[src/rtl/alu_pkg.sv]
// Shared definitions for the ALU issue stage: function codes, opcodes, FSM states
// and the instruction decoder.
package alu_pkg;

  localparam logic [2:0] ALU_AND = 3'b000;
  localparam logic [2:0] ALU_OR  = 3'b001;
  localparam logic [2:0] ALU_ADD = 3'b010;
  localparam logic [2:0] ALU_SUB = 3'b110;
  localparam logic [2:0] ALU_XOR = 3'b111;

  // op field 0000 selects the register form; the ext field then carries the opcode
  localparam logic [3:0] OP_REG  = 4'b0000;
  localparam logic [3:0] OPC_ADD = 4'b0101;
  localparam logic [3:0] OPC_SUB = 4'b1001;
  localparam logic [3:0] OPC_AND = 4'b0001;
  localparam logic [3:0] OPC_OR  = 4'b0010;
  localparam logic [3:0] OPC_XOR = 4'b0011;
  localparam logic [3:0] OPC_MOV = 4'b1101;
  localparam logic [3:0] OPC_CMP = 4'b1011;

  typedef enum logic [1:0] {
    IDLE = 2'd0,
    EXEC = 2'd1,
    WB   = 2'd2
  } state_t;

  typedef struct packed {
    logic       legal;
    logic       imm_form;
    logic       sext;
    logic       we;
    logic       mov;
    logic [2:0] alucont;
  } dec_t;

  function automatic dec_t decode(input logic [15:0] instr);
    dec_t       d;
    logic [3:0] code;
    d          = '0;
    d.imm_form = (instr[15:12] != OP_REG);
    code       = d.imm_form ? instr[15:12] : instr[7:4];
    d.legal    = 1'b1;
    d.we       = 1'b1;
    case (code)
      OPC_ADD: begin d.alucont = ALU_ADD; d.sext = 1'b1; end
      OPC_SUB: begin d.alucont = ALU_SUB; d.sext = 1'b1; end
      OPC_AND: d.alucont = ALU_AND;
      OPC_OR:  d.alucont = ALU_OR;
      OPC_XOR: d.alucont = ALU_XOR;
      OPC_MOV: d.mov = 1'b1;
      OPC_CMP: begin
        // CMP exists only in register form; its opcode value is not an immediate op
        if (d.imm_form) begin
          d.legal = 1'b0;
          d.we    = 1'b0;
        end else begin
          d.alucont = ALU_SUB;
          d.we      = 1'b0;
        end
      end
      default: begin
        d.legal = 1'b0;
        d.we    = 1'b0;
      end
    endcase
    return d;
  endfunction

endpackage

[src/rtl/regfile16.sv]
// 16-entry register file: two combinational read ports, a debug read port and one
// synchronous write port, cleared by synchronous reset.
module regfile16 #(
  parameter int WIDTH = 16
) (
  input  logic             clk,
  input  logic             i_reset,
  input  logic             i_we,
  input  logic [3:0]       i_waddr,
  input  logic [WIDTH-1:0] i_wdata,
  input  logic [3:0]       i_raddr_a,
  input  logic [3:0]       i_raddr_b,
  input  logic [3:0]       i_dbg_addr,
  output logic [WIDTH-1:0] o_rdata_a,
  output logic [WIDTH-1:0] o_rdata_b,
  output logic [WIDTH-1:0] o_dbg_data
);

  logic [WIDTH-1:0] r_mem [16];

  always_ff @(posedge clk) begin
    if (i_reset) begin
      for (int i = 0; i < 16; i++) begin
        r_mem[i] <= '0;
      end
    end else if (i_we) begin
      r_mem[i_waddr] <= i_wdata;
    end
  end

  assign o_rdata_a  = r_mem[i_raddr_a];
  assign o_rdata_b  = r_mem[i_raddr_b];
  assign o_dbg_data = r_mem[i_dbg_addr];

endmodule

[src/rtl/alu_issue.sv]
// Issue stage feeding a combinational 16-bit ALU: decode, operand fetch, and
// write-back through a fixed IDLE -> EXEC -> WB sequence.
module alu_issue #(
  parameter int WIDTH = 16
) (
  input  logic             clk,
  input  logic             reset,
  input  logic             in_valid,
  output logic             in_ready,
  input  logic [15:0]      instr,
  output logic [WIDTH-1:0] alu_a,
  output logic [WIDTH-1:0] alu_b,
  output logic [2:0]       alucont,
  input  logic [WIDTH-1:0] alu_result,
  output logic             done,
  output logic             illegal,
  input  logic [3:0]       dbg_addr,
  output logic [WIDTH-1:0] dbg_data
);
  import alu_pkg::*;

  state_t           r_state;
  logic [WIDTH-1:0] r_alu_a;
  logic [WIDTH-1:0] r_alu_b;
  logic [WIDTH-1:0] r_wb_data;
  logic [2:0]       r_alucont;
  logic [3:0]       r_dest;
  logic             r_we;
  logic             r_mov;
  logic             r_ill_pend;
  logic             r_done;
  logic             r_illegal;

  dec_t             w_dec;
  logic [WIDTH-1:0] w_rdata_a;
  logic [WIDTH-1:0] w_rdata_b;
  logic [WIDTH-1:0] w_imm_ext;
  logic [WIDTH-1:0] w_op_b;
  logic             w_wr_en;

  assign w_dec     = decode(instr);
  assign w_imm_ext = w_dec.sext ? {{(WIDTH-8){instr[7]}}, instr[7:0]}
                                : {{(WIDTH-8){1'b0}}, instr[7:0]};
  assign w_op_b    = w_dec.imm_form ? w_imm_ext : w_rdata_b;
  assign w_wr_en   = (r_state == WB) && r_we;

  regfile16 #(.WIDTH(WIDTH)) u_rf (
    .clk        (clk),
    .i_reset    (reset),
    .i_we       (w_wr_en),
    .i_waddr    (r_dest),
    .i_wdata    (r_wb_data),
    .i_raddr_a  (instr[11:8]),
    .i_raddr_b  (instr[3:0]),
    .i_dbg_addr (dbg_addr),
    .o_rdata_a  (w_rdata_a),
    .o_rdata_b  (w_rdata_b),
    .o_dbg_data (dbg_data)
  );

  always_ff @(posedge clk) begin
    if (reset) begin
      r_state    <= IDLE;
      r_alu_a    <= '0;
      r_alu_b    <= '0;
      r_wb_data  <= '0;
      r_alucont  <= ALU_AND;
      r_dest     <= '0;
      r_we       <= 1'b0;
      r_mov      <= 1'b0;
      r_ill_pend <= 1'b0;
      r_done     <= 1'b0;
      r_illegal  <= 1'b0;
    end else begin
      case (r_state)
        IDLE: begin
          r_done    <= 1'b0;
          r_illegal <= 1'b0;
          if (in_valid) begin
            r_alu_a    <= w_rdata_a;
            r_alu_b    <= w_op_b;
            r_alucont  <= w_dec.alucont;
            r_dest     <= instr[11:8];
            r_we       <= w_dec.we;
            r_mov      <= w_dec.mov;
            r_ill_pend <= ~w_dec.legal;
            r_state    <= EXEC;
          end
        end
        EXEC: begin
          // MOV/MOVI bypass the ALU and retire the latched second operand
          r_wb_data <= r_mov ? r_alu_b : alu_result;
          r_done    <= 1'b1;
          r_illegal <= r_ill_pend;
          r_state   <= WB;
        end
        WB: begin
          r_done    <= 1'b0;
          r_illegal <= 1'b0;
          r_state   <= IDLE;
        end
        default: r_state <= IDLE;
      endcase
    end
  end

  assign in_ready = (r_state == IDLE) && !reset;
  assign alu_a    = r_alu_a;
  assign alu_b    = r_alu_b;
  assign alucont  = r_alucont;
  assign done     = r_done;
  assign illegal  = r_illegal;

endmodule

[config.mk]
export PLATFORM = sky130hd
export DESIGN_NAME = alu_issue
export DESIGN_NICKNAME = d
export VERILOG_FILES = /design/src/rtl/alu_pkg.sv /design/src/rtl/regfile16.sv /design/src/rtl/alu_issue.sv
export SDC_FILE = /design/constraint.sdc
export NUM_CORES = 1
export LEC_CHECK = 0
export CORE_MARGIN = 4
export CORE_UTILIZATION = 55
export DETAILED_ROUTE_END_ITERATION = 12
export PLACE_DENSITY = 0.74
export SLEW_MARGIN = 20
export SYNTH_ARGS = -nofsm -noshare
export SYNTH_HDL_FRONTEND = slang
export SYNTH_SLANG_ARGS = --single-unit
[constraint.sdc]
create_clock -name clk -period 5.3 [get_ports clk]
set_input_delay 0.53 -clock clk [delete_from_list [all_inputs] [get_ports clk]]
set_output_delay 0.53 -clock clk [all_outputs]
set_load 0.02 [all_outputs]
## Word level (Yosys, flattened, before mapping)

Memory sizes are Yosys's and may differ from the RTL's. A register that Yosys moved wholly into a read port is not among the register bits.
Cells that the tools add are included.

| cells by class | value |
|---|---|
| equal/unequal tests | 10 |
| mux-type cells | 23 |
| bitwise logic cells | 1 |
| reductions and logical operators | 11 |

Operator list:

| cell | count |
|---|---|
| $mux W16 | 4 |
| $reduce_or A16 Y1 | 1 |
| $pmux W3 S5 | 1 |
| $eq A4 B4 Y1 const B | 3 |
| $mux W1 | 10 |
| $eq A4 B2 Y1 const B | 2 |
| $mux W4 | 2 |
| $pmux W1 S2 | 3 |
| $reduce_or A6 Y1 | 1 |
| $eq A4 B1 Y1 const B | 1 |
| $eq A4 B3 Y1 const B | 1 |
| $pmux W2 S2 | 1 |
| $reduce_bool A4 Y1 | 1 |
| $reduce_or A2 Y1 | 2 |
| $mux W3 | 1 |
| $eq A2 B1 Y1 const B | 1 |
| $eq A2 B2 Y1 const B | 1 |
| $logic_and A1 B1 Y1 | 2 |
| $logic_not A2 Y1 | 1 |
| $mux W2 | 1 |
| $ne A2 B2 Y1 const B | 1 |
| $reduce_and A2 Y1 | 1 |
| $reduce_bool A2 Y1 | 1 |
| $logic_not A1 Y1 | 1 |
| $not A1 Y1 | 1 |

| storage, ports and cells | value |
|---|---|
| flip-flop bits (word level) | 46 |
| RAM bits | 256 |
| output and inout bits | 54 |
| memories | 1 |

Memories:

| name | words | bits a word | rd ports | clocked after Yosys merged registers in | write ports | RTL line | source |
|---|---|---|---|---|---|---|---|
| u_rf.r_mem | 16 | 16 | 3 | 1 | 16 | regfile16.sv:19 | `logic [WIDTH-1:0] r_mem [16];` |

## Longest topological paths before layout

Gate-level depths: netlist (run 1).

| logic depth | value |
|---|---|
| depth in word-level cells | 7 |
| gate-level depth with buffers | 6 |
| gate-level depth less buffers | 4 |

## Cells and area by module

A second synthesis (run 1) with hierarchy kept.

| unflattened totals | value |
|---|---|
| cell total of the unflattened synthesis | 1291 |
| area total of the unflattened synthesis | 17864.6 um^2 |

By module, submodules not included:

| module | instances | cells an instance | area each (um^2) |
|---|---|---|---|
| regfile16 | 1 | 996 | 15265.9 |
| alu_issue | 1 | 295 | 2598.7 |

## Least setup slack after synthesis (run 1)

Ideal clock, no wire load.

| timing | value |
|---|---|
| kind | input to output |
| from | input dbg_addr[0] |
| to | output dbg_data[10] |
| arrival | 1.909 ns |
| required time | 4.770 ns |
| setup slack | 2.861 ns |
| stages | 4 |
| path buffers | 2 |
| path through | buf_6 -> buf_4 -> mux4_2 -> mux4_2 |

| on the way | value |
|---|---|
| word-level cells in the longest chain between the ends | 1 |

RTL lines:

| what | RTL line | source |
|---|---|---|
| start, declared | alu_issue.sv:17 | `input logic [3:0] dbg_addr,` |
| $mem_v2 Z16 W16 | n/a |  |
| end, declared | alu_issue.sv:18 | `output logic [WIDTH-1:0] dbg_data` |

Every way passes these cells.

## Worst setup path after layout (run 1)

| timing | value |
|---|---|
| from | input dbg_addr[0] |
| to | output dbg_data[6] |

Same word-level chain as after synthesis.

==> results of run 1 <==
## cell usage after synthesis, types with 8 or more instances
library cell	count
sky130_fd_sc_hd__or2_2	16
sky130_fd_sc_hd__mux4_1	30
sky130_fd_sc_hd__buf_4	8
sky130_fd_sc_hd__edfxtp_1	256
sky130_fd_sc_hd__mux4_2	177
sky130_fd_sc_hd__a21oi_1	29
sky130_fd_sc_hd__o21ai_1	25
sky130_fd_sc_hd__and2_1	259
sky130_fd_sc_hd__a22o_1	50
sky130_fd_sc_hd__mux2i_1	22
sky130_fd_sc_hd__nor2_1	60
sky130_fd_sc_hd__clkbuf_1	65
sky130_fd_sc_hd__buf_2	27
sky130_fd_sc_hd__buf_6	15
sky130_fd_sc_hd__nand2_1	36
sky130_fd_sc_hd__dfxtp_1	62
sky130_fd_sc_hd__a211oi_1	30
sky130_fd_sc_hd__nor2b_1	12
## stage by stage
step | instance area, sq um | power [mW] | hold WS (ps) | setup slack [ps] | utilization (%)
2_1_floorplan | 18200 | 3.43 | 436 | 2860 | -
3_3_place_gp | 19300 | 3.70 | 434 | 1510 | 59.2
3_5_place_dp | 19300 | 3.72 | 443 | 1470 | 59.2
4_1_cts | 20500 | 6.30 | 416 | 1470 | 63.0
5_1_grt | 20500 | 6.47 | 440 | 1370 | 63.0
6_report | 20500 | 6.31 | 434 | 1500 | 63.0
## worst paths after layout
path	slack, ps	endpoint	start
setup / recovery	1500	dbg_data[6]	dbg_addr[0]
hold / removal	430	r_dest[2]	reset
hold reg to reg	450	done	done
setup reg to reg	2690	u_rf.r_mem[13][12]	r_state[1]
## state kept, by name, summed over array words and instances, names as in the netlist
name and cells:
illegal 1, r_dest 4, u_rf.r_mem 256, r_mov 1, done 1, r_ill_pend 1
r_wb_data 16, r_we 1, alucont 3, alu_a 16, r_state 2, alu_b 16
## area by class of cell
class                      count  area (sq um)
fill                        2380         12000
inverter                       5          18.8
multi-input combinational    805          8600
timing repair buffer         128          1180
tap                          442           553
clock inverter                17           229
clock buffer                  45          1000
sequential                   318          8930
## cells in the final DEF (no fill, tap or decap), types with 4 or more instances in the layout
| cell | count |
|---|---|
| sky130_fd_sc_hd__mux2i_1 | 22 |
| sky130_fd_sc_hd__nand2_1 | 36 |
| sky130_fd_sc_hd__a22o_1 | 50 |
| sky130_fd_sc_hd__and2_1 | 258 |
| sky130_fd_sc_hd__buf_2 | 4 |
| sky130_fd_sc_hd__a311oi_1 | 4 |
| sky130_fd_sc_hd__clkbuf_16 | 38 |
| sky130_fd_sc_hd__edfxtp_1 | 256 |
| sky130_fd_sc_hd__bufinv_16 | 6 |
| sky130_fd_sc_hd__nand3_1 | 5 |
| sky130_fd_sc_hd__nor3_2 | 4 |
| sky130_fd_sc_hd__mux4_1 | 30 |
| sky130_fd_sc_hd__inv_1 | 5 |
| sky130_fd_sc_hd__nor2_1 | 60 |
| sky130_fd_sc_hd__o21ai_1 | 25 |
| sky130_fd_sc_hd__o21ai_0 | 5 |
| sky130_fd_sc_hd__a22oi_1 | 4 |
| sky130_fd_sc_hd__buf_4 | 37 |
| sky130_fd_sc_hd__a21oi_1 | 29 |
| sky130_fd_sc_hd__dfxtp_1 | 62 |
| sky130_fd_sc_hd__a31o_2 | 5 |
| sky130_fd_sc_hd__clkbuf_1 | 4 |
| sky130_fd_sc_hd__clkinv_1 | 8 |
| sky130_fd_sc_hd__a211oi_1 | 30 |
| sky130_fd_sc_hd__or2_2 | 16 |
| sky130_fd_sc_hd__mux4_2 | 177 |
| sky130_fd_sc_hd__clkdlybuf4s50_1 | 85 |
| sky130_fd_sc_hd__nor2b_1 | 11 |
## power groups by stage
stage                     combinational (mW)  sequential, mW  clock [mW]
after floorplan                        0.513            2.92           0
after global placement                 0.755            2.95           0
after detailed placement               0.766            2.96           0
after CTS                              0.769            2.90        2.63
after global routing                   0.813            2.92        2.73
final                                  0.777            2.91        2.62
## metal layers
metal	share of wire [%]	up-vias	routed length (um)
met5	0.023	-	13
met4	4.9	2	2760
met3	14	188	7920
met2	45	991	25500
met1	36	6191	19900
li1	-	5005	-
## kinds of logic (layout without fill, tap and decap cells)
| kind of cell | after synthesis | count (layout) | synth area share, % |
|---|---|---|---|
| AOI/OAI and AO/OA | 163 | 163 | 6.38 |
| xor gates and xnor gates | 2 | 2 | 0.0964 |
| buffers and inverters | 126 | 195 | 3.60 |
| DFF | 318 | 318 | 49.1 |
| muxes | 231 | 231 | 27.7 |
| and+or+nand+nor | 409 | 409 | 13.1 |
## critical path, stage by stage
cell	delay (ps)
sky130_fd_sc_hd__buf_4	670
sky130_fd_sc_hd__buf_4	370
sky130_fd_sc_hd__mux4_1	570
sky130_fd_sc_hd__mux4_2	530
sky130_fd_sc_hd__clkdlybuf4s50_1	570
==> impl_metrics.json, run 1 <==
{
  "run_status": "finished, final reports clean",
  "fraction_of_synthesis_flops_using_an_asynchronous_set_or_reset_pin_pct": 0,
  "synth_sequential_area_ratio_pct": 49.1,
  "die_w_um": 190,
  "dieHeight_um": 190,
  "post_synth_main_area_contributors": "sky130_fd_sc_hd__edfxtp_1, sky130_fd_sc_hd__mux4_2, sky130_fd_sc_hd__and2_1",
  "grt_use_met2_pct": 48.0,
  "dpl.cell_count": 1698,
  "place.port_buffers": 92,
  "p_leak_nw": 7.23,
  "timing.final.hold_violations": 0,
  "tightestPinTransition_ps": 1100,
  "total_count_of_max_transition_violations_in_the_final_report": 0,
  "grt_max_degree": 61,
  "post-cts-setup-buffer-count": 0,
  "grt_use_met1_pct": 42.0,
  "cts_hold_repair.buffers": 0,
  "cts.root.buffer_cell": "sky130_fd_sc_hd__clkbuf_16",
  "count_of_flip_flops_with_a_built_in_enable_after_synthesis": 256,
  "grt_use_total_pct": 31.2,
  "achievable-frequency_mhz": 263,
  "clock_latency_at_the_later_pin_of_the_worst_skew_pair_ps": 520,
  "r2r.worst_path.cells": 5,
  "layout_min_cycle_time_ps": 3800,
  "dp.final_hpwl_um": 34100,
  "post-synth-top-area-cell": "sky130_fd_sc_hd__edfxtp_1",
  "worst-setup-path-type": "in -> out",
  "power_switching_share_pct": 24.3,
  "share_of_the_clock_period_used_by_the_worst_path_after_layout_pct": 71.8,
  "grt_antenna_before_repair": 4,
  "cp_max_fo": 47,
  "setup-tns-final_ps": 0,
  "power.density_cell_area_nw_per_um2": 308,
  "floorplan.initialDensity_pct": 55.8,
  "grt_remaining_overflow": 0,
  "synthesis_warning_total": 0,
  "setup.worst_path.end_class": "output pin",
  "cts.path.max_buffers": 3,
  "hold_path_class": "in -> reg",
  "timing.final.setup_violations": 0,
  "areaGrowthSynthToFinish_pct": 12.9,
  "design.die.area_sq_um": 36000,
  "cap_viol_max_count": 0,
  "num_vias": 12400,
  "synth_area_sq_um": 18200,
  "drc": 0,
  "groute.layer.met3.usage_pct": 9.50,
  "layout.nets": 1332,
  "clkTransAtPathRegs_ps": 50,
  "comb_power_share_pct": 12.3,
  "cts_made_buffers": 35,
  "netlist.area_leader.share_pct": 42.3,
  "synth_nets": 1288,
  "fp.coreArea_sq_um": 32500,
  "netlist-cell-type-count": 49,
  "yosys_register_bits": 318,
  "htreeDepth": 2,
  "seqPwrFrac_pct": 46.1,
  "vdd.ir_drop.worst_mv": 0.191,
  "routabilityCongestion": 0.888,
  "post_cts_resized": 0,
  "worst_setup_path_start_kind": "primary input",
  "routedWlPerCell_um": 31.9,
  "grt_pass1_vias": 12300,
  "min_path_cells": 2,
  "maxSlewHeadroom_pct": 25.9,
  "gr-max-usage-layer": "met2",
  "wirelength_um": 56100,
  "worst-endpoint-arrival_ps": 3270,
  "clkPwrFrac_pct": 41.6,
  "synthesis.instances": 1249,
  "num_io_pins": 93,
  "fraction_of_final_layout_cells_with_drive_strength_greater_than_1_pct": 23.1,
  "grt_setup_unrepaired": "false",
  "drtIter0Drc": 1632,
  "switching_power_summed_over_all_nets_mw": 1.53,
  "core.rowCount": 66,
  "cts.sink_count": 318,
  "first_pass_grt_wire_length_um": 82000,
  "cp.required_ps": 4770,
  "tritoncts": "built",
  "finalClockSkew_ps": 11.2,
  "antenna_cell_count": 0,
  "drt_pass1_iterations": 7,
  "detail_route.vias_per_cell": 7.03,
  "antenna_left": 0,
  "ys.flop_type": "sky130_fd_sc_hd__edfxtp_1",
  "intPower_mw": 4.78,
  "finalNonFillerCells": 1760,
  "post_synth.cell_area_avg_sq_um": 14.5
}
No activity file was read; power rests on OpenSTA's default activity.
==> inputs of run 2 (changes only) <==
Settings changed: PLACE_DENSITY 0.74 to 0.77.
Clock period 5.3 ns to 3.15 ns, I/O delays scaled along.
==> impl_metrics.json, run 2 (same netlist as run 1, synthesis figures left out) <==
{
  "grt_setup_unrepaired": "false",
  "antenna_cell_count": 0,
  "cp.required_ps": 2830,
  "num_io_pins": 93,
  "worst_setup_path_start_kind": "register",
  "power.density_cell_area_nw_per_um2": 493,
  "rr_endpoint": "u_rf.r_mem[12][8]",
  "tightestPinTransition_ps": 958,
  "layout_min_cycle_time_ps": 3010,
  "worstHoldEndpoint": "r_dest[0]",
  "post-cts-setup-buffer-count": 0,
  "maxSlewHeadroom_pct": 36.0,
  "worst-setup-path-type": "reg -> out",
  "crit-reg2reg-launch": "r_state[1]",
  "run_status": "finished, final reports clean",
  "largest_reg_flops": 256,
  "cts_hold_repair.buffers": 0,
  "finalClockSkew_ps": 20.9,
  "timing.final.hold_violations": 0,
  "worst-endpoint-arrival_ps": 2700,
  "die_w_um": 190,
  "r2r.worst_path.cells": 4,
  "layout_common_cells": "sky130_fd_sc_hd__and2_1, sky130_fd_sc_hd__edfxtp_1, sky130_fd_sc_hd__mux4_2",
  "cts.sink_count": 318,
  "finish.utilization_pct": 63.1,
  "dpl.cell_count": 1709,
  "setup-tns-final_ps": 0,
  "hold_path_class": "in -> reg",
  "tritoncts": "built",
  "n_fill_cell": 2349,
  "crit_chain": "mux4_1 -> mux4_2 -> clkdlybuf4s50_1",
  "grt_pass1_vias": 12100,
  "drc": 0,
  "routedWlPerCell_um": 30.9,
  "layout.cells.most_common": "sky130_fd_sc_hd__and2_1",
  "detailed_place.area_sq_um": 19500,
  "report.power.total_mw": 10.1,
  "achievable-frequency_mhz": 332,
  "grt_use_total_pct": 30.2,
  "layout.cell_area.non_filler_sq_um": 20500,
  "min_path_cells": 3,
  "worst_hold_startpoint": "instr[8]",
  "areaGrowthSynthToFinish_pct": 13.0,
  "clkTransAtPathRegs_ps": 60,
  "total_count_of_max_transition_violations_in_the_final_report": 0,
  "layout.nets": 1342,
  "design.die.area_sq_um": 36000,
  "fraction_of_final_layout_cells_with_drive_strength_greater_than_1_pct": 23.8,
  "post_cts_resized": 0,
  "num_vias": 12500,
  "grt_antenna_before_repair": 1,
  "dp.final_hpwl_um": 36200,
  "finalNonFillerCells": 1769,
  "top_register": "u_rf.r_mem",
  "place.port_buffers": 92,
  "routabilityCongestion": 0.881,
  "share_of_the_clock_period_used_by_the_worst_path_after_layout_pct": 95.6,
  "first_pass_grt_wire_length_um": 80000,
  "cp_max_fo": 3,
  "cts.root.buffer_cell": "sky130_fd_sc_hd__clkbuf_16",
  "drtIter0Drc": 2013,
  "core.rowCount": 66,
  "critical_path.max_stage_delay_ps": 610,
  "clock_latency_at_the_later_pin_of_the_worst_skew_pair_ps": 530,
  "wirelength_um": 54700,
  "fp.coreArea_sq_um": 32500,
  "cts_made_buffers": 34,
  "drt_pass1_iterations": 7,
  "floorplan.initialDensity_pct": 55.8,
  "p_leak_nw": 7.25,
  "reg2reg_slack_ps": 870,
  "setup.worst_path.end_class": "output pin",
  "timing.final.setup_violations": 0,
  "grt_remaining_overflow": 0,
  "detail_route.vias_per_cell": 7.05,
  "slowest_stage": "sky130_fd_sc_hd__clkdlybuf4s50_1",
  "dieHeight_um": 190,
  "grt_max_degree": 79,
  "cap_viol_max_count": 0,
  "cts.path.max_buffers": 3,
  "htreeDepth": 2,
  "antenna_left": 0,
  "vdd.ir_drop.worst_mv": 0.329
}
run 2: changes by cell type in the layout (fill, tap and decap cells not counted), moves of 2 or more:
cell,before,now
sky130_fd_sc_hd__clkinv_1,8,2
sky130_fd_sc_hd__clkbuf_16,38,36
sky130_fd_sc_hd__clkinvlp_4,0,2
sky130_fd_sc_hd__buf_4,37,40
sky130_fd_sc_hd__clkinv_2,2,7
sky130_fd_sc_hd__inv_6,0,2
sky130_fd_sc_hd__clkbuf_1,4,7
sky130_fd_sc_hd__bufinv_16,6,1
sky130_fd_sc_hd__clkbuf_8,2,0
sky130_fd_sc_hd__buf_12,1,10
run 2: worst max path at each step:
stage          depth (start not counted)  slack, ps           end         startpoint
3_5_place_dp                           5        290   dbg_data[7]        dbg_addr[0]
5_1_grt                                3        130  dbg_data[15]  u_rf.r_mem[7][15]
3_3_place_gp                           5        320  dbg_data[14]        dbg_addr[0]
6_report                               3        140   dbg_data[7]  u_rf.r_mem[10][7]
4_1_cts                                3        160  dbg_data[15]  u_rf.r_mem[7][15]
2_1_floorplan                          4       1140  dbg_data[10]        dbg_addr[0]
run 2: area by class of cell:
cell class	count	area, sq um	share of cell area, %
sequential	318	8930	43.5
timing repair buffer	139	1370	6.68
clock buffer	43	927	4.52
multi-input combinational	805	8600	41.9
clock inverter	17	136	0.664
inverter	5	18.8	0.0914
tap	442	553	2.69
run 2: routing by layer:
layer | share of wire (%) | wire, um | track usage (%) | up-vias
met1 | 36 | 19500 | 42.6 | 6144
met3 | 16 | 8570 | 9.39 | 136
met5 | 0 | 0 | 0 | -
met2 | 45 | 24800 | 46.0 | 1179
li1 | - | - | - | 5019
met4 | 3.3 | 1800 | 9.15 | 0
run 2: through the flow:
stage                     hold WS (ps)  worst slack [ps]
after floorplan                    436              1140
after global placement             432               323
after detailed placement           443               294
after CTS                          168               164
after global routing               190               129
final                              170               140
run 2: worst max-delay path, delay by kind of cell, from the launching register on:
family                 cells  cell delay, ps
muxes                      2            1070
buffers and inverters      1             610
DFF                        1             480
run 2: power by group:
group / total (mW) / internal, mW / switching, mW
clock network: 3.89 / 2.19 / 1.70
logic: 1.32 / 0.639 / 0.681
registers: 4.92 / 4.70 / 0.224
==> inputs of run 3 (changes only) <==
Settings changed: TNS_END_PERCENT from default to 10.
==> results of run 3 <==
Same layout as run 2: the final DEF is identical, and so are final timing and power.
